### src/rtl/cpu_attack_ctrl_if.sv
// CPU attack controller bus: control/stimulus inputs and display/score outputs.
interface cpu_attack_ctrl_if;
   logic        i_tick;
   logic        i_enable;
   logic [1:0]  i_cpu_type;
   logic        i_player_block;
   logic [1:0]  o_state;
   logic [1:0]  o_atk_type;
   logic        o_busy;
   logic        o_hit;
   logic        o_blocked;
   logic [7:0]  o_damage;
   logic [15:0] o_dmg_total;

   // Side that drives ticks, attack types and block input.
   modport master (
      output i_tick, i_enable, i_cpu_type, i_player_block,
      input  o_state, o_atk_type, o_busy, o_hit, o_blocked, o_damage, o_dmg_total
   );

   // Controller side.
   modport slave (
      input  i_tick, i_enable, i_cpu_type, i_player_block,
      output o_state, o_atk_type, o_busy, o_hit, o_blocked, o_damage, o_dmg_total
   );
endinterface

### src/rtl/cpu_attack_ctrl.sv
// CPU attack timeline: samples an attack type in IDLE, runs WINDUP -> STRIKE -> COOLDOWN,
// resolves hit vs block at strike end and accumulates saturating landed damage.
module cpu_attack_ctrl #(
   parameter int unsigned CNT_W          = 8,
   parameter int unsigned LIGHT_WINDUP   = 4,
   parameter int unsigned HEAVY_WINDUP   = 8,
   parameter int unsigned STRIKE_LEN     = 2,
   parameter int unsigned LIGHT_COOLDOWN = 3,
   parameter int unsigned HEAVY_COOLDOWN = 6,
   parameter int unsigned LIGHT_DMG      = 5,
   parameter int unsigned HEAVY_DMG      = 12
) (
   input  logic               i_clk,
   input  logic               i_reset,
   cpu_attack_ctrl_if.slave   bus
);

   localparam logic [1:0] S_IDLE     = 2'd0;
   localparam logic [1:0] S_WINDUP   = 2'd1;
   localparam logic [1:0] S_STRIKE   = 2'd2;
   localparam logic [1:0] S_COOLDOWN = 2'd3;

   localparam logic [1:0] T_LIGHT = 2'b01;
   localparam logic [1:0] T_HEAVY = 2'b10;

   localparam logic [CNT_W-1:0] LW_M1   = CNT_W'(LIGHT_WINDUP - 1);
   localparam logic [CNT_W-1:0] HW_M1   = CNT_W'(HEAVY_WINDUP - 1);
   localparam logic [CNT_W-1:0] ST_M1   = CNT_W'(STRIKE_LEN - 1);
   localparam logic [CNT_W-1:0] LC_M1   = CNT_W'(LIGHT_COOLDOWN - 1);
   localparam logic [CNT_W-1:0] HC_M1   = CNT_W'(HEAVY_COOLDOWN - 1);
   localparam logic [CNT_W-1:0] LC2_M1  = CNT_W'(2 * LIGHT_COOLDOWN - 1);
   localparam logic [CNT_W-1:0] HC2_M1  = CNT_W'(2 * HEAVY_COOLDOWN - 1);
   localparam logic [7:0]       L_DMG   = 8'(LIGHT_DMG);
   localparam logic [7:0]       H_DMG   = 8'(HEAVY_DMG);

   logic [1:0]       state_q, state_d;
   logic [CNT_W-1:0] cnt_q, cnt_d;
   logic             flag_q, flag_d;
   logic [1:0]       atk_type_q, atk_type_d;
   logic             busy_q, busy_d;
   logic             hit_q, hit_d;
   logic             blocked_q, blocked_d;
   logic [7:0]       damage_q, damage_d;
   logic [15:0]      dmg_total_q, dmg_total_d;

   logic             is_heavy;
   logic             blk_now;
   logic [7:0]       atk_dmg;
   logic [16:0]      dmg_sum;

   // Next-state, counter, resolution and output pulse logic; pulses default low.
   always_comb begin
      state_d     = state_q;
      cnt_d       = cnt_q;
      flag_d      = flag_q;
      atk_type_d  = atk_type_q;
      hit_d       = 1'b0;
      blocked_d   = 1'b0;
      damage_d    = 8'd0;
      dmg_total_d = dmg_total_q;

      is_heavy = (atk_type_q == T_HEAVY);
      blk_now  = flag_q | bus.i_player_block;
      atk_dmg  = is_heavy ? H_DMG : L_DMG;
      dmg_sum  = {1'b0, dmg_total_q} + 17'(atk_dmg);

      if (bus.i_tick) begin
         case (state_q)
            S_IDLE: begin
               if (bus.i_enable && (bus.i_cpu_type == T_LIGHT || bus.i_cpu_type == T_HEAVY)) begin
                  atk_type_d = bus.i_cpu_type;
                  state_d    = S_WINDUP;
                  cnt_d      = (bus.i_cpu_type == T_HEAVY) ? HW_M1 : LW_M1;
               end
            end
            S_WINDUP: begin
               if (cnt_q == '0) begin
                  state_d = S_STRIKE;
                  cnt_d   = ST_M1;
                  flag_d  = 1'b0;
               end else begin
                  cnt_d = cnt_q - CNT_W'(1);
               end
            end
            S_STRIKE: begin
               flag_d = blk_now;
               if (cnt_q == '0) begin
                  state_d = S_COOLDOWN;
                  if (blk_now) begin
                     blocked_d = 1'b1;
                     cnt_d     = is_heavy ? HC2_M1 : LC2_M1;
                  end else begin
                     hit_d       = 1'b1;
                     damage_d    = atk_dmg;
                     dmg_total_d = dmg_sum[16] ? 16'hFFFF : dmg_sum[15:0];
                     cnt_d       = is_heavy ? HC_M1 : LC_M1;
                  end
               end else begin
                  cnt_d = cnt_q - CNT_W'(1);
               end
            end
            default: begin
               if (cnt_q == '0) begin
                  state_d    = S_IDLE;
                  atk_type_d = 2'b00;
               end else begin
                  cnt_d = cnt_q - CNT_W'(1);
               end
            end
         endcase
      end

      busy_d = (state_d != S_IDLE);
   end

   // State and registered outputs with synchronous active-high reset.
   always_ff @(posedge i_clk) begin
      if (i_reset) begin
         state_q     <= S_IDLE;
         cnt_q       <= '0;
         flag_q      <= 1'b0;
         atk_type_q  <= 2'b00;
         busy_q      <= 1'b0;
         hit_q       <= 1'b0;
         blocked_q   <= 1'b0;
         damage_q    <= 8'd0;
         dmg_total_q <= 16'd0;
      end else begin
         state_q     <= state_d;
         cnt_q       <= cnt_d;
         flag_q      <= flag_d;
         atk_type_q  <= atk_type_d;
         busy_q      <= busy_d;
         hit_q       <= hit_d;
         blocked_q   <= blocked_d;
         damage_q    <= damage_d;
         dmg_total_q <= dmg_total_d;
      end
   end

   assign bus.o_state     = state_q;
   assign bus.o_atk_type  = atk_type_q;
   assign bus.o_busy      = busy_q;
   assign bus.o_hit       = hit_q;
   assign bus.o_blocked   = blocked_q;
   assign bus.o_damage    = damage_q;
   assign bus.o_dmg_total = dmg_total_q;

endmodule
### src/flat_wrapper.sv
// flat-port wrapper written by rule: the top's interface ports become plain ports
module cpu_attack_ctrl_flat 
#(
   parameter int unsigned CNT_W          = 8,
   parameter int unsigned LIGHT_WINDUP   = 4,
   parameter int unsigned HEAVY_WINDUP   = 8,
   parameter int unsigned STRIKE_LEN     = 2,
   parameter int unsigned LIGHT_COOLDOWN = 3,
   parameter int unsigned HEAVY_COOLDOWN = 6,
   parameter int unsigned LIGHT_DMG      = 5,
   parameter int unsigned HEAVY_DMG      = 12
)
  (i_clk, i_reset, bus_i_tick, bus_i_enable, bus_i_cpu_type, bus_i_player_block, bus_o_state, bus_o_atk_type, bus_o_busy, bus_o_hit, bus_o_blocked, bus_o_damage, bus_o_dmg_total);
  cpu_attack_ctrl_if bus_i ();
  input  logic i_clk;
  input  logic i_reset;
  input wire logic [$bits(bus_i.i_tick)-1:0] bus_i_tick;
  input wire logic [$bits(bus_i.i_enable)-1:0] bus_i_enable;
  input wire logic [$bits(bus_i.i_cpu_type)-1:0] bus_i_cpu_type;
  input wire logic [$bits(bus_i.i_player_block)-1:0] bus_i_player_block;
  output wire logic [$bits(bus_i.o_state)-1:0] bus_o_state;
  output wire logic [$bits(bus_i.o_atk_type)-1:0] bus_o_atk_type;
  output wire logic [$bits(bus_i.o_busy)-1:0] bus_o_busy;
  output wire logic [$bits(bus_i.o_hit)-1:0] bus_o_hit;
  output wire logic [$bits(bus_i.o_blocked)-1:0] bus_o_blocked;
  output wire logic [$bits(bus_i.o_damage)-1:0] bus_o_damage;
  output wire logic [$bits(bus_i.o_dmg_total)-1:0] bus_o_dmg_total;
  assign bus_i.i_tick = bus_i_tick;
  assign bus_i.i_enable = bus_i_enable;
  assign bus_i.i_cpu_type = bus_i_cpu_type;
  assign bus_i.i_player_block = bus_i_player_block;
  assign bus_o_state = bus_i.o_state;
  assign bus_o_atk_type = bus_i.o_atk_type;
  assign bus_o_busy = bus_i.o_busy;
  assign bus_o_hit = bus_i.o_hit;
  assign bus_o_blocked = bus_i.o_blocked;
  assign bus_o_damage = bus_i.o_damage;
  assign bus_o_dmg_total = bus_i.o_dmg_total;
  cpu_attack_ctrl #(.CNT_W(CNT_W), .LIGHT_WINDUP(LIGHT_WINDUP), .HEAVY_WINDUP(HEAVY_WINDUP), .STRIKE_LEN(STRIKE_LEN), .LIGHT_COOLDOWN(LIGHT_COOLDOWN), .HEAVY_COOLDOWN(HEAVY_COOLDOWN), .LIGHT_DMG(LIGHT_DMG), .HEAVY_DMG(HEAVY_DMG)) u_core (.i_clk(i_clk), .i_reset(i_reset), .bus(bus_i));
endmodule
### config.mk
export PLATFORM = sky130hd
export DESIGN_NAME = cpu_attack_ctrl_flat
export DESIGN_NICKNAME = d
export VERILOG_FILES = /design/src/rtl/cpu_attack_ctrl_if.sv /design/src/rtl/cpu_attack_ctrl.sv /design/src/flat_wrapper.sv
export SDC_FILE = /design/constraint.sdc
export NUM_CORES = 1
export LEC_CHECK = 0
export BUFFER_PORTS_ARGS = -buffer_cell sky130_fd_sc_hd__buf_2
export CAP_MARGIN = 0
export CORE_MARGIN = 5
export CORE_UTILIZATION = 25
export DETAILED_ROUTE_END_ITERATION = 8
export GPL_TIMING_DRIVEN = 0
export PLACE_DENSITY = 0.49
export SYNTH_ARGS = -nofsm -noshare
export SYNTH_HDL_FRONTEND = slang
export SYNTH_SLANG_ARGS = --single-unit
### constraint.sdc
create_clock -name i_clk -period 5.2 [get_ports i_clk]
set_clock_uncertainty 0.1 [all_clocks]
set_input_delay 0.52 -clock i_clk [delete_from_list [all_inputs] [get_ports i_clk]]
set_output_delay 0.52 -clock i_clk [all_outputs]
set_load 0.01 [all_outputs]
## Word level (Yosys, flattened, before mapping)

Index checks and enable logic that the tools add are counted.

| word-level totals | value |
|---|---|
| output and inout port bits | 31 |
| word-level logic and storage cells | 63 |
| register bits | 40 |

| cells by class | value |
|---|---|
| $add $sub $neg | 2 |
| reduce and logical (&&, ||, !) cells | 14 |
| eq/ne operators | 8 |
| bitwise logic cells | 6 |
| mux-type cells | 24 |

Operators by type and width:

| cell | count |
|---|---|
| $mux W8 | 5 |
| $pmux W8 S3 | 1 |
| $add A16 B8 Y17 | 1 |
| $mux W16 | 1 |
| $mux W2 | 7 |
| $logic_not A8 Y1 | 1 |
| $mux W4 | 2 |
| $reduce_and A4 Y1 | 2 |
| $sub A8 B1 Y8 const B | 1 |
| $eq A2 B2 Y1 const B | 3 |
| $mux W3 | 2 |
| $pmux W2 S3 | 1 |
| $reduce_and A3 Y1 | 2 |
| $reduce_bool A2 Y1 | 3 |
| $not A1 Y1 | 5 |
| $reduce_or A5 Y1 | 1 |
| $eq A2 B1 Y1 const B | 2 |
| $ne A2 B1 Y1 const B | 2 |
| $ne A4 B4 Y1 const B | 1 |
| $pmux W2 S2 | 1 |
| $reduce_or A4 Y1 | 1 |
| $mux W1 | 3 |
| $logic_not A2 Y1 | 1 |
| $pmux W1 S2 | 1 |
| other kinds (4) | 4 |

## Depth between registers and ports, before layout

Gate-level depths: netlist (run 1).

| depth | value |
|---|---|
| depth in word-level cells | 7 |
| depth in mapped cells | 8 |
| depth with buffers taken out | 7 |

## Worst setup path after synthesis (run 1)

Ideal clock, no wire load.

| timing path | value |
|---|---|
| kind | reg2reg |
| start | register u_core.atk_type_q[0], in the netlist u_core.bus.o_atk_type[0] |
| end | register u_core.dmg_total_q[13], in the netlist u_core.bus.o_dmg_total[13] |
| path buffers | 0 |
| stages on the path, launching flop included | 8 |
| clock period less this slack | 2136 ps |
| path slack | 3064 ps |
| required time | 5026 ps |
| data arrival time | 1961 ps |
| cell sequence | dfxtp_1 nand2b_1 inv_1 ha_1 and3_1 o211ai_1 or4_1 a31oi_1 |

| on the way | value |
|---|---|
| word-level cells in the longest chain between the ends | 4 |

RTL lines:

| what | RTL line | source |
|---|---|---|
| from (decl) | cpu_attack_ctrl.sv:39 | `logic [1:0] atk_type_q, atk_type_d;` |
| from (signal assigned) | cpu_attack_ctrl.sv:132 | `atk_type_q <= atk_type_d;` |
| $eq A2 B2 Y1 | cpu_attack_ctrl.sv:62 | `is_heavy = (atk_type_q == T_HEAVY);` |
| $mux W4 | cpu_attack_ctrl.sv:64 | `atk_dmg = is_heavy ? H_DMG : L_DMG;` |
| via u_core.atk_dmg[0] | cpu_attack_ctrl.sv:48 | `logic [7:0] atk_dmg;` |
| $add A16 B8 Y17 | cpu_attack_ctrl.sv:65 | `dmg_sum = {1'b0, dmg_total_q} + 17'(atk_dmg);` |
| $mux W16 | cpu_attack_ctrl.sv:95 | `dmg_total_d = dmg_sum[16] ? 16'hFFFF : dmg_sum[15:0];` |
| to (signal assigned) | cpu_attack_ctrl.sv:137 | `dmg_total_q <= dmg_total_d;` |
| to (decl) | cpu_attack_ctrl.sv:44 | `logic [15:0] dmg_total_q, dmg_total_d;` |

The timed path passes the listed nets, and every way through them passes these cells.
A chain may end at the register's enable or synchronous reset.

## Worst setup path in the final report (run 1)

| timing path | value |
|---|---|
| start | register u_core.cnt_q[0] |
| end | register u_core.dmg_total_q[10], in the netlist u_core.bus.o_dmg_total[10] |

| on the way | value |
|---|---|
| word-level cells in the longest chain between the ends | 2 |

RTL lines:

| what | RTL line | source |
|---|---|---|
| from (decl) | cpu_attack_ctrl.sv:37 | `logic [CNT_W-1:0] cnt_q, cnt_d;` |
| from (signal assigned) | cpu_attack_ctrl.sv:130 | `cnt_q <= cnt_d;` |
| $logic_not A8 Y1 | cpu_attack_ctrl.sv:87 | `if (cnt_q == '0) begin` |
| $reduce_and A4 Y1 (no source line) | n/a |  |

Every way passes these cells.

==> reports/qor.yml, run 1 <==
clock_network:
  tritoncts: "built"
  count_of_h_tree_levels_built_during_cts: 2
  cts.root.buffer_cell: "clkbuf_8"
  cts-buffers-inserted: 5
  cts.hold.buffers_added: 0
  clk_pin_slew_worst_paths_ps: 70
  setup_fix_bufs_post_cts: 0
  clock_sink_total: 35
  clkLatencyLatePin_ps: 290
  cts_resized: 0
  clock_tree.buffer_depth: 2
critical_path:
  crit-reg2reg-capture: "u_core.bus.o_dmg_total[10]"
  cpLargestDelayFamily: "simple AND/OR/NAND/NOR gates"
  r2r_setup_slack_ps: 2720
  worstPathCellList: "inv_1 > ha_1 > nor3b_2 > nand3_1 > buf_2 > o31a_1 > a211oi_1"
  worst_r2r_startpoint: "u_core.cnt_q[0]"
  required_ps: 5300
  worst-r2r-cell-count: 7
  timing_worst_setup_path_type: "reg -> reg"
  timing.critical_path.slowest_cell_delay_ps: 480
  timing.critical_path.buf_inv: 2
  timing.critical_path.slowest_stage_cell: "nor3b_2"
  cp-start-kind: "register"
  critical_path.max_fanout: 10
  critPathCaptureType: "register"
  cp.arrival_ps: 2580
finish:
  total_of_fill_cells_in_the_finished_design: 952
  finalCoreUtilization: 0.300
  area_delta_synth_final_pct: 17.7
  nNetsFinal: 329
  ff_latch_area_um2: 701
  multi_input_combinational_cell_area_um2: 1360
  antenna_cells_inserted: 0
  drive_above_1_share: 0.180
yosys:
  synthesis_warnings: 0
  ys_seq_area_frac: 0.317
  synth_enable_flop_cells: 0
  avgSynthCellArea_um2: 8.29
  synthDistinctLibCells: 59
  ys.flop_type: "dfxtp_1"
  netlist_area_um2: 2210
  synthesis.instances: 267
  synth.ff_latch_count: 35
  async_flop_share: 0
sta:
  timing.max_slew.rel_slack: 0.270
  hold_viol_final: 0
  worst-slew-pin-transition_ps: 1090
  layout_worst_path_cycle_share: 0.477
  setup_tns_ps: 0
  post-route-min-period_ps: 2480
  post-route-worst-setup-slack_ps: 2720
  setup_repair_after_global_routing_missed_its_margin: "no"
  setup_violations: 0
  maxClockFrequency_ghz: 0.403
  timing.final.max_slew_violations: 0
place:
  hpwl_reported_at_the_end_of_detailed_placement_um: 4900
  placement.setup.worst_slack_ps: 2710
  place_congestion: 0.807
  port_buffers: 32
route:
  drt_pre_antenna_iters: 4
  wl_per_cell_um: 15.6
  drt-vias-per-instance: 5.25
  dr.first_iter.drc_count: 70
  post-route-drc-count: 0
  via_count: 2201
  detail-route-antenna-nets: 0
  wl_um: 6530
global_route:
  grtUsageTotal: 0.121
  antenna_found_initial: 0
  wire_length_of_the_first_global_routing_pass_um: 11000
  grt_pass1_vias: 2188
  gr-total-overflow: 0
  maximum_number_of_pins_on_one_net_before_global_route_repair: 11
power:
  leakagePower_nw: 1.01
  pwr_density_cell_nw_per_um2: 247
  vdd.ir_drop.worst_v: 0.0000820
floorplanning:
  io-pin-count: 38
  effective_utilization_at_floorplan: 0.255
  core_region_area_um2: 8680
  die_h_um: 104
  std_cell_rows: 34
  floorplan.die_area_um2: 10800
  dieWidth_um: 104
hold_path:
  min-delay-path-class: "in -> reg"
  launch_point_of_the_worst_hold_path: "bus_i_cpu_type[1]"
  holdPathEnd: "u_core.bus.o_atk_type[1]"
  timing.hold.worst_path_depth: 3
run:
  cap_viol_max_count: 0
status:
  outcome: "finished clean"
flip-flops by register name, summed over array words and instances (netlist names):
| name | flops |
|---|---|
| u_core.bus.o_atk_type | 2 |
| u_core.bus.o_blocked | 1 |
| u_core.bus.o_busy | 1 |
| u_core.bus.o_damage | 3 |
| u_core.bus.o_dmg_total | 16 |
| u_core.bus.o_hit | 1 |
| u_core.bus.o_state | 2 |
| u_core.cnt_q | 8 |
| u_core.flag_q | 1 |
cells in the mapped netlist (all sizes together) (2+ instances only):
cell,count,area (um2)
a31oi,8,50.1
or4,5,41.3
dfxtp,35,701
and4,3,26.3
inv,19,71.3
nor2,13,48.8
buf,9,55.1
nand3,10,55.1
or3b,4,35.0
o31ai,7,52.6
o21ai,10,50.0
o21a,2,15.0
nor3,14,70.1
a311oi,4,41.3
nand4,6,37.5
nor4,6,52.6
a211oi,12,90.1
clkbuf,10,37.5
nor2b,5,31.3
or3,4,25.0
nand2,11,41.3
and2,4,25.0
and3,4,25.0
o32ai,4,35.0
a41oi,2,25.0
a211o,2,17.5
o211ai,3,22.5
nand2b,5,31.3
a21o,2,15.0
a221oi,2,17.5
nor3b,2,20.0
a21oi,11,55.1
ha,12,150
final cells by class:
cell class              count  area share
multi-input cells         198       0.523
flip-flops and latches     35       0.269
repair buffers             32      0.0615
well taps                 108      0.0519
plain buffers              19      0.0356
clock buffers               7      0.0293
inverters                  19      0.0274
clock inverters             1     0.00192
cell usage in the layout, fill, tap and decap left out, drive strengths merged, types with 11 or more instances in the layout:
cell type,netlist,layout
buf,9,41
dfxtp,35,35
inv,19,19
clkbuf,10,17
nor3,14,14
nor2,13,13
a211oi,12,12
ha,12,12
nand2,11,11
a21oi,11,11
worst max-delay path by stage:
| stage | slack (ps) | cells after the start | endpoint | start |
|---|---|---|---|---|
| final | 2720 | 7 | u_core.bus.o_dmg_total[10] | u_core.cnt_q[0] |
| after global routing | 2450 | 7 | u_core.bus.o_dmg_total[8] | u_core.cnt_q[0] |
| after CTS | 2700 | 7 | u_core.bus.o_dmg_total[10] | u_core.cnt_q[0] |
| after detailed placement | 2710 | 7 | u_core.bus.o_dmg_total[10] | u_core.cnt_q[0] |
| after global placement | 2720 | 7 | u_core.bus.o_dmg_total[7] | u_core.cnt_q[0] |
| after floorplan | 3060 | 7 | u_core.bus.o_dmg_total[13] | u_core.bus.o_atk_type[0] |
where the power goes:
part / leakage [nW] / internal [W] / switching (W)
Combinational: 0.681 / 0.0000602 / 0.000104
Clock: 0.0422 / 0.0000940 / 0.0000997
Sequential: 0.283 / 0.000277 / 0.00000847
Total: 1.01 / 0.000431 / 0.000213
worst min-delay path, cell delays in order:
cell     delay, ps
buf_2          110
nand2_1         50
a21oi_1         60
cells by family after synthesis:
family	count (synthesis)	share of synthesized area
fa+ha+maj	12	0.0679
compound gates	81	0.269
xor+xnor	1	0.00396
flops	35	0.317
other cells	1	0.00170
buf+inv	38	0.0741
simple gates	99	0.267
through the flow:
| stage | std cells | hold WS [ps] | cell area [um2] | total power, W |
|---|---|---|---|---|
| 2_1_floorplan | 271 | 360 | 2230 | 0.000410 |
| 3_3_place_gp | 411 | 378 | 2520 | 0.000455 |
| 3_5_place_dp | 411 | 389 | 2520 | 0.000455 |
| 4_1_cts | 419 | 374 | 2600 | 0.000653 |
| 5_1_grt | 419 | 387 | 2600 | 0.000687 |
| 6_report | 419 | 386 | 2600 | 0.000644 |
metal layers:
layer,vias up,part of all wire,global-route usage
li1,1100,-,-
met1,1055,0.48,0.162
met2,41,0.46,0.196
met3,5,0.048,0.0341
met4,0,0.0084,0.0250
met5,-,0,0
Power figures use the tool's default switching activity.
==> run 2: changes to the inputs <==
- PLACE_DENSITY: 0.49 -> 0.5
- clock period: 5.2 -> 2.1 ns (I/O delays scaled with it)
==> run 2 against run 1 <==
Compared with the run above:
- the flow now finishes with violations (setup timing)
- non-clock buffer count is 5 higher
- die area stayed put
- clock power grew to 3.4 times the previous value
- largest power group unchanged
- clock-buffer cell count is 1 lower
- final cell count is 1.2% higher
- wire length is 6.5% higher
- critical path depth stayed put
- highest routed layer unchanged
- via count is 6.2% higher
- first-iteration DRC count is 30% higher
==> reports/qor.yml, run 2 (same netlist as run 1, synthesis figures left out) <==
sta:
  setup_violations: 1  # was 0
  layout_worst_path_cycle_share: 1.00  # was 0.477
  timing.final.max_slew_violations: 0  # unchanged
  hold_viol_final: 0  # unchanged
  post-route-min-period_ps: 2100  # was 2480 ps
  worst-slew-pin-transition_ps: 648  # was 1090 ps
  post-route-worst-setup-slack_ps: -1.79  # was 2720 ps
  maxClockFrequency_ghz: 0.476  # was 0.403 GHz
  setup_repair_after_global_routing_missed_its_margin: "yes"  # was no
  timing.max_slew.rel_slack: 0.565  # was 0.270
critical_path:
  critical_path_cell_count: 7  # unchanged
  worst-r2r-cell-count: 7  # unchanged
  required_ps: 2200  # was 5300 ps
  cp.arrival_ps: 2210  # was 2580 ps
  timing.critical_path.buf_inv: 0  # was 2
  crit-reg2reg-capture: "u_core.bus.o_dmg_total[12]"  # was u_core.bus.o_dmg_total[10]
  critical_path.most_common_cell: "ha_1"
  timing.critical_path.slowest_stage_cell: "dfxtp_2"  # was nor3b_2
  timing.critical_path.slowest_cell_delay_ps: 330  # was 480 ps
  cpLargestDelayFamily: "compound AO/OA/AOI/OAI gates"  # was simple AND/OR/NAND/NOR gates
  timing_worst_setup_path_type: "reg -> reg"  # unchanged
  cp-start-kind: "register"  # unchanged
  r2r_setup_slack_ps: -2  # was 2720 ps
  critical_path.max_fanout: 10  # unchanged
  worstPathCellList: "nand2b_4 > ha_1 > ha_1 > o21a_2 > o21a_4 > and4_1 > a211oi_1"  # was inv_1 > ha_1 > nor3b_2 > nand3_1 > buf_2 > o31a_1 > a211oi_1
  critPathCaptureType: "register"  # unchanged
  worst_r2r_startpoint: "u_core.bus.o_atk_type[0]"  # was u_core.cnt_q[0]
clock_network:
  clkLatencyLatePin_ps: 300  # was 290 ps
  tritoncts: "built"  # unchanged
  cts.hold.buffers_added: 0  # unchanged
  clk_pin_slew_worst_paths_ps: 80  # was 70 ps
  cts.root.buffer_cell: "clkbuf_8"  # unchanged
  count_of_h_tree_levels_built_during_cts: 2  # unchanged
  clock_tree.buffer_depth: 2  # unchanged
  cts-buffers-inserted: 5  # unchanged
  clock_sink_total: 35  # unchanged
route:
  via_count: 2337  # was 2,201
  dr.first_iter.drc_count: 91  # was 70
  post-route-drc-count: 0  # unchanged
  wl_per_cell_um: 16.4  # was 15.6 um
  drt-vias-per-instance: 5.51  # was 5.25
  detail-route-antenna-nets: 0  # unchanged
  wl_um: 6950  # was 6530 um
  drt_pre_antenna_iters: 4  # unchanged
finish:
  finalCoreUtilization: 0.331  # was 0.300
  area_delta_synth_final_pct: 29.8  # was 17.7%
  nNetsFinal: 334  # was 329
  final_cell_mix: "32 x buf_2, 29 x dfxtp_1, 16 x inv_1, 16 x buf_4, 13 x nor2_1"  # was 35 x dfxtp_1, 34 x buf_2, 19 x inv_1
  largest_register_ff_count: 16  # unchanged
  drive_above_1_share: 0.316  # was 0.180
  layout_commonest_cell: "buf_2"  # was dfxtp_1
  antenna_cells_inserted: 0  # unchanged
  finalNonFillerCells: 424  # was 419
hold_path:
  timing.hold.worst_path_depth: 3  # unchanged
  launch_point_of_the_worst_hold_path: "bus_i_cpu_type[0]"  # was bus_i_cpu_type[1]
  holdPathEnd: "u_core.bus.o_atk_type[0]"  # was u_core.bus.o_atk_type[1]
  min-delay-path-class: "in -> reg"  # unchanged
place:
  port_buffers: 32  # unchanged
  placed_cells_incl_taps: 411  # unchanged
  place_congestion: 0.805  # was 0.807
  hpwl_reported_at_the_end_of_detailed_placement_um: 4900  # about the same
floorplanning:
  std_cell_rows: 34  # unchanged
  dieWidth_um: 104  # unchanged
  core_region_area_um2: 8680  # unchanged
  io-pin-count: 38  # unchanged
  die_h_um: 104  # unchanged
  floorplan.die_area_um2: 10800  # unchanged
  effective_utilization_at_floorplan: 0.255  # unchanged
power:
  leakagePower_nw: 1.10  # was 1.01 nW
  pwr_density_cell_nw_per_um2: 650  # was 247 nW/um2
  vdd.ir_drop.worst_v: 0.000253  # was 0.0000820 V
global_route:
  antenna_found_initial: 0  # unchanged
  wire_length_of_the_first_global_routing_pass_um: 11400  # was 11,000 um
  grt_pass1_vias: 2286  # was 2,188
  maximum_number_of_pins_on_one_net_before_global_route_repair: 12  # was 11
  gr-total-overflow: 0  # unchanged
  grtUsageTotal: 0.126  # was 0.121
run:
  cap_viol_max_count: 0  # unchanged
status:
  failed_checks: "setup timing"
  outcome: "complete, but fails checks"  # was finished clean
-- run 2: cell types whose count changed in the layout (fill, tap and decap cells not counted), sizes merged --
| cell | before | now |
|---|---|---|
| buf | 41 | 51 |
| bufinv | 0 | 1 |
| clkbuf | 17 | 11 |
-- run 2: worst max-delay path by stage --
stage	start	end
after floorplan	u_core.bus.o_atk_type[0]	u_core.bus.o_dmg_total[13]
after global placement	u_core.cnt_q[0]	u_core.bus.o_dmg_total[10]
after detailed placement	u_core.cnt_q[0]	u_core.bus.o_dmg_total[10]
after CTS	u_core.bus.o_atk_type[0]	u_core.bus.o_dmg_total[8]
after global routing	u_core.bus.o_atk_type[0]	u_core.bus.o_dmg_total[7]
final	u_core.bus.o_atk_type[0]	u_core.bus.o_dmg_total[12]
-- run 2: routing by layer --
layer	up-vias	routed length, um	global-route usage
met5	-	0	0
met4	0	85	0.0426
met3	9	383	0.0236
met2	91	3210	0.197
met1	1123	3270	0.173
li1	1114	-	-
-- run 2: what timing repair did --
| action | in CTS | in global routing |
|---|---|---|
| buffers inserted | 10 | 0 |
| endpoints found under the setup margin | 26 | 23 |
| cloned | 0 | 0 |
| pin swaps | 8 | 7 |
| resized for setup | 25 | 23 |
-- run 2: final cells by class --
type / instances / area, um2
plain buffers: 14 / 90.1
clock buffers: 6 / 82.6
clock inverters: 2 / 35.0
fillers: 956 / 5810
inverters: 19 / 76.3
multi-input cells: 198 / 1500
flip-flops and latches: 35 / 708
well taps: 108 / 135
repair buffers: 42 / 239
-- run 2: through the flow --
stage               setup TNS (ps)  setup WS (ps)  instance area, um2  hold WS, ps  total power [W]
floorplan                        0           21.0                2240          250          0.00102
global placement             -6810           -405                2530          374          0.00113
detailed placement           -6650           -379                2530          383          0.00113
CTS                          -58.7          -20.6                2790         56.3          0.00184
global route                  -612          -93.0                2870         87.5          0.00196
finish                       -1.79          -1.79                2870         58.4          0.00187
-- run 2: report_power, final --
part	internal (W)	switching, W
combinational	0.000203	0.000287
clock	0.000385	0.000277
sequential	0.000687	0.0000274
total	0.00127	0.000592
-- run 2: tightest hold or removal path, stage by stage --
cell and delay [ps]:
buf_2 110, nand2_1 50, a21oi_1 50
==> run 3: changes to the inputs <==
- BUFFER_PORTS_ARGS: -buffer_cell sky130_fd_sc_hd__buf_2 -> default
- CORE_MARGIN: 5 -> 2
- DONT_BUFFER_PORTS: default -> 1
- HOLD_SLACK_MARGIN: default -> 0.1
- PLACE_DENSITY: 0.5 -> 0.47
==> run 3 against run 2 <==
Compared with the run above:
- the run now ends clean
- via count fell by 6.2%
- critical path depth rose by 1
- total power fell by 5.3%
- fmax rose by 0.60%
- die area fell by 11%
- critical endpoint is now u_core.bus.o_dmg_total[15]
==> reports/qor.yml, run 3 (same netlist as run 1, synthesis figures left out) <==
route:
  via_count: 2191  # was 2,337
  drt-vias-per-instance: 5.53  # was 5.51
  wl_um: 6750  # was 6950 um
  met1_length_um: 3080  # was 3270 um
  wl_per_cell_um: 17.0  # was 16.4 um
  met3_wirelength_um: 409  # was 383 um
  detail-route-antenna-nets: 0  # unchanged
  drt_pre_antenna_iters: 4  # unchanged
  dr.first_iter.drc_count: 89  # was 91
  top_layer: "met4"  # unchanged
  post-route-drc-count: 0  # unchanged
  met2WireLength_um: 3200  # was 3210 um
sta:
  post-route-min-period_ps: 2090  # was 2100 ps
  timing.final.max_slew_violations: 0  # unchanged
  setup_repair_after_global_routing_missed_its_margin: "yes"  # unchanged
  hold_viol_final: 0  # unchanged
  worst-slew-pin-transition_ps: 657  # was 648 ps
  maxClockFrequency_ghz: 0.479  # was 0.476 GHz
  setup_violations: 0  # was 1
  timing.max_slew.rel_slack: 0.562  # was 0.565
  layout_worst_path_cycle_share: 0.995  # was 1.00
clock_network:
  clk_pin_slew_worst_paths_ps: 80  # about the same
  cts.root.buffer_cell: "clkbuf_8"  # unchanged
  count_of_h_tree_levels_built_during_cts: 2  # unchanged
  cts-buffers-inserted: 5  # unchanged
  tritoncts: "built"  # unchanged
  clkLatencyLatePin_ps: 300  # about the same
  clock_sink_total: 35  # unchanged
  clock_tree.buffer_depth: 2  # unchanged
place:
  dpl-instance-area_um2: 2370  # was 2530 um2
  port_buffers: 0  # was 32
  hpwl_reported_at_the_end_of_detailed_placement_um: 4680  # was 4900 um
  place_congestion: 0.850  # was 0.805
power:
  vdd.ir_drop.worst_v: 0.000203  # was 0.000253 V
  leakagePower_nw: 0.955  # was 1.10 nW
  post-layout-total-power_w: 0.00177  # was 0.00187 W
  pwr_density_cell_nw_per_um2: 636  # was 650 nW/um2
floorplanning:
  core_region_area_um2: 8640  # was 8680 um2
  die_h_um: 98.1  # was 104 um
  dieWidth_um: 98.1  # was 104 um
  effective_utilization_at_floorplan: 0.256  # was 0.255
  std_cell_rows: 34  # unchanged
  floorplan.die_area_um2: 9620  # was 10,800 um2
  io-pin-count: 38  # unchanged
critical_path:
  cpLargestDelayFamily: "simple AND/OR/NAND/NOR gates"  # was compound AO/OA/AOI/OAI gates
  timing_worst_setup_path_type: "reg -> reg"  # unchanged
  cp-start-kind: "register"  # unchanged
  required_ps: 2230  # was 2200 ps
  critPathCaptureType: "register"  # unchanged
  timing.critical_path.buf_inv: 2  # was 0
  worstPathCellList: "nand2b_4 > inv_4 > ha_4 > and3_4 > o211ai_1 > buf_4 > or4_1 > a31oi_1"  # was nand2b_4 > ha_1 > ha_1 > o21a_2 > o21a_4 > and4_1 > a211oi_1
  cp.arrival_ps: 2220  # was 2210 ps
  timing.critical_path.slowest_cell_delay_ps: 400  # was 330 ps
  critical_path.max_fanout: 8  # was 10
  timing.critical_path.slowest_stage_cell: "or4_1"  # was dfxtp_2
finish:
  layout_commonest_cell: "dfxtp_1"  # was buf_2
  layout.cell_area.non_filler_um2: 2780  # was 2870 um2
  area_delta_synth_final_pct: 25.6  # was 29.8%
  drive_above_1_share: 0.240  # was 0.316
  largest_register_ff_count: 16  # unchanged
  finalCoreUtilization: 0.322  # was 0.331
  nNetsFinal: 306  # was 334
  final_cell_mix: "30 x dfxtp_1, 16 x inv_1, 14 x buf_4"  # was 32 x buf_2, 29 x dfxtp_1, 16 x inv_1, 16 x buf_4, 13 x nor2_1
  antenna_cells_inserted: 0  # unchanged
global_route:
  maximum_number_of_pins_on_one_net_before_global_route_repair: 12  # unchanged
  gr-total-overflow: 0  # unchanged
  wire_length_of_the_first_global_routing_pass_um: 11200  # was 11,400 um
  grt_pass1_vias: 2136  # was 2,286
  antenna_found_initial: 0  # unchanged
  grtUsageTotal: 0.141  # was 0.126
hold_path:
  min-delay-path-class: "in -> reg"  # unchanged
run:
  cap_viol_max_count: 0  # unchanged
status:
  outcome: "finished clean"  # was complete, but fails checks
## run 3: cell count changes in the layout (fill, tap and decap cells not counted), moves of 3 or more
cell	change
a211oi_1	-3
a211oi_2	+3
dlygate4sd3_1	+5
dfxtp_2	-3
buf_2	-32
## run 3: worst reg2reg max path: stages (launching register included)
cell      delay, ps
dfxtp_4         380
nand2b_4        160
inv_4            60
ha_4            280
and3_4          180
o211ai_1        130
buf_4           190
or4_1           400
a31oi_1         140
## run 3: power breakdown
part	internal [W]	switching, W
combinational	0.000199	0.000278
sequential	0.000685	0.0000332
clock	0.000299	0.000273
total	0.00118	0.000584
## run 3: per-layer routing
| layer | global-route usage | vias up |
|---|---|---|
| li1 | - | 1052 |
| met1 | 0.190 | 1074 |
| met2 | 0.225 | 59 |
| met3 | 0.0344 | 6 |
| met4 | 0.0406 | 0 |
| met5 | 0 | - |
## run 3: layout make-up
class,instances,area (um2)
Fill cell,908,5860
Multi-Input combinational cell,199,1540
Sequential cell,35,712
Tap cell,108,135
Timing Repair Buffer,14,121
Clock buffer,7,96.3
Buffer,13,93.8
Inverter,19,73.8
Clock inverter,1,7.51
## run 3: repair_timing
item / 4_1_cts / 5_1_grt
pin swaps: 6 / 7
setup buffers: 6 / 3
gates resized for setup: 31 / 24
hold endpoints to repair: 7 / 0
endpoints found under the setup margin: 26 / 24
hold buffers: 5 / 0
cloned: 0 / 1
## run 3: final timing paths
| check | from | end | slack (ps) | cells past startpoint |
|---|---|---|---|---|
| max reg2reg | u_core.bus.o_atk_type[0] | u_core.bus.o_dmg_total[15] | 10 | 8 |
| min | bus_i_tick | u_core.bus.o_blocked | 120 | 2 |
| max | u_core.bus.o_atk_type[0] | u_core.bus.o_dmg_total[15] | 10 | 8 |
| min reg2reg | u_core.flag_q | u_core.flag_q | 400 | 2 |
## run 3: through the flow
stage / setup TNS, ps / std cells / hold slack (ps) / setup slack [ps]
after floorplan: 0 / 271 / 250 / 21.0
after global placement: -7420 / 379 / 262 / -420
after detailed placement: -7210 / 379 / 258 / -404
after CTS: -31.6 / 394 / 115 / -16.9
after global routing: -364 / 396 / 117 / -97.9
final: 0 / 396 / 125 / 10.7
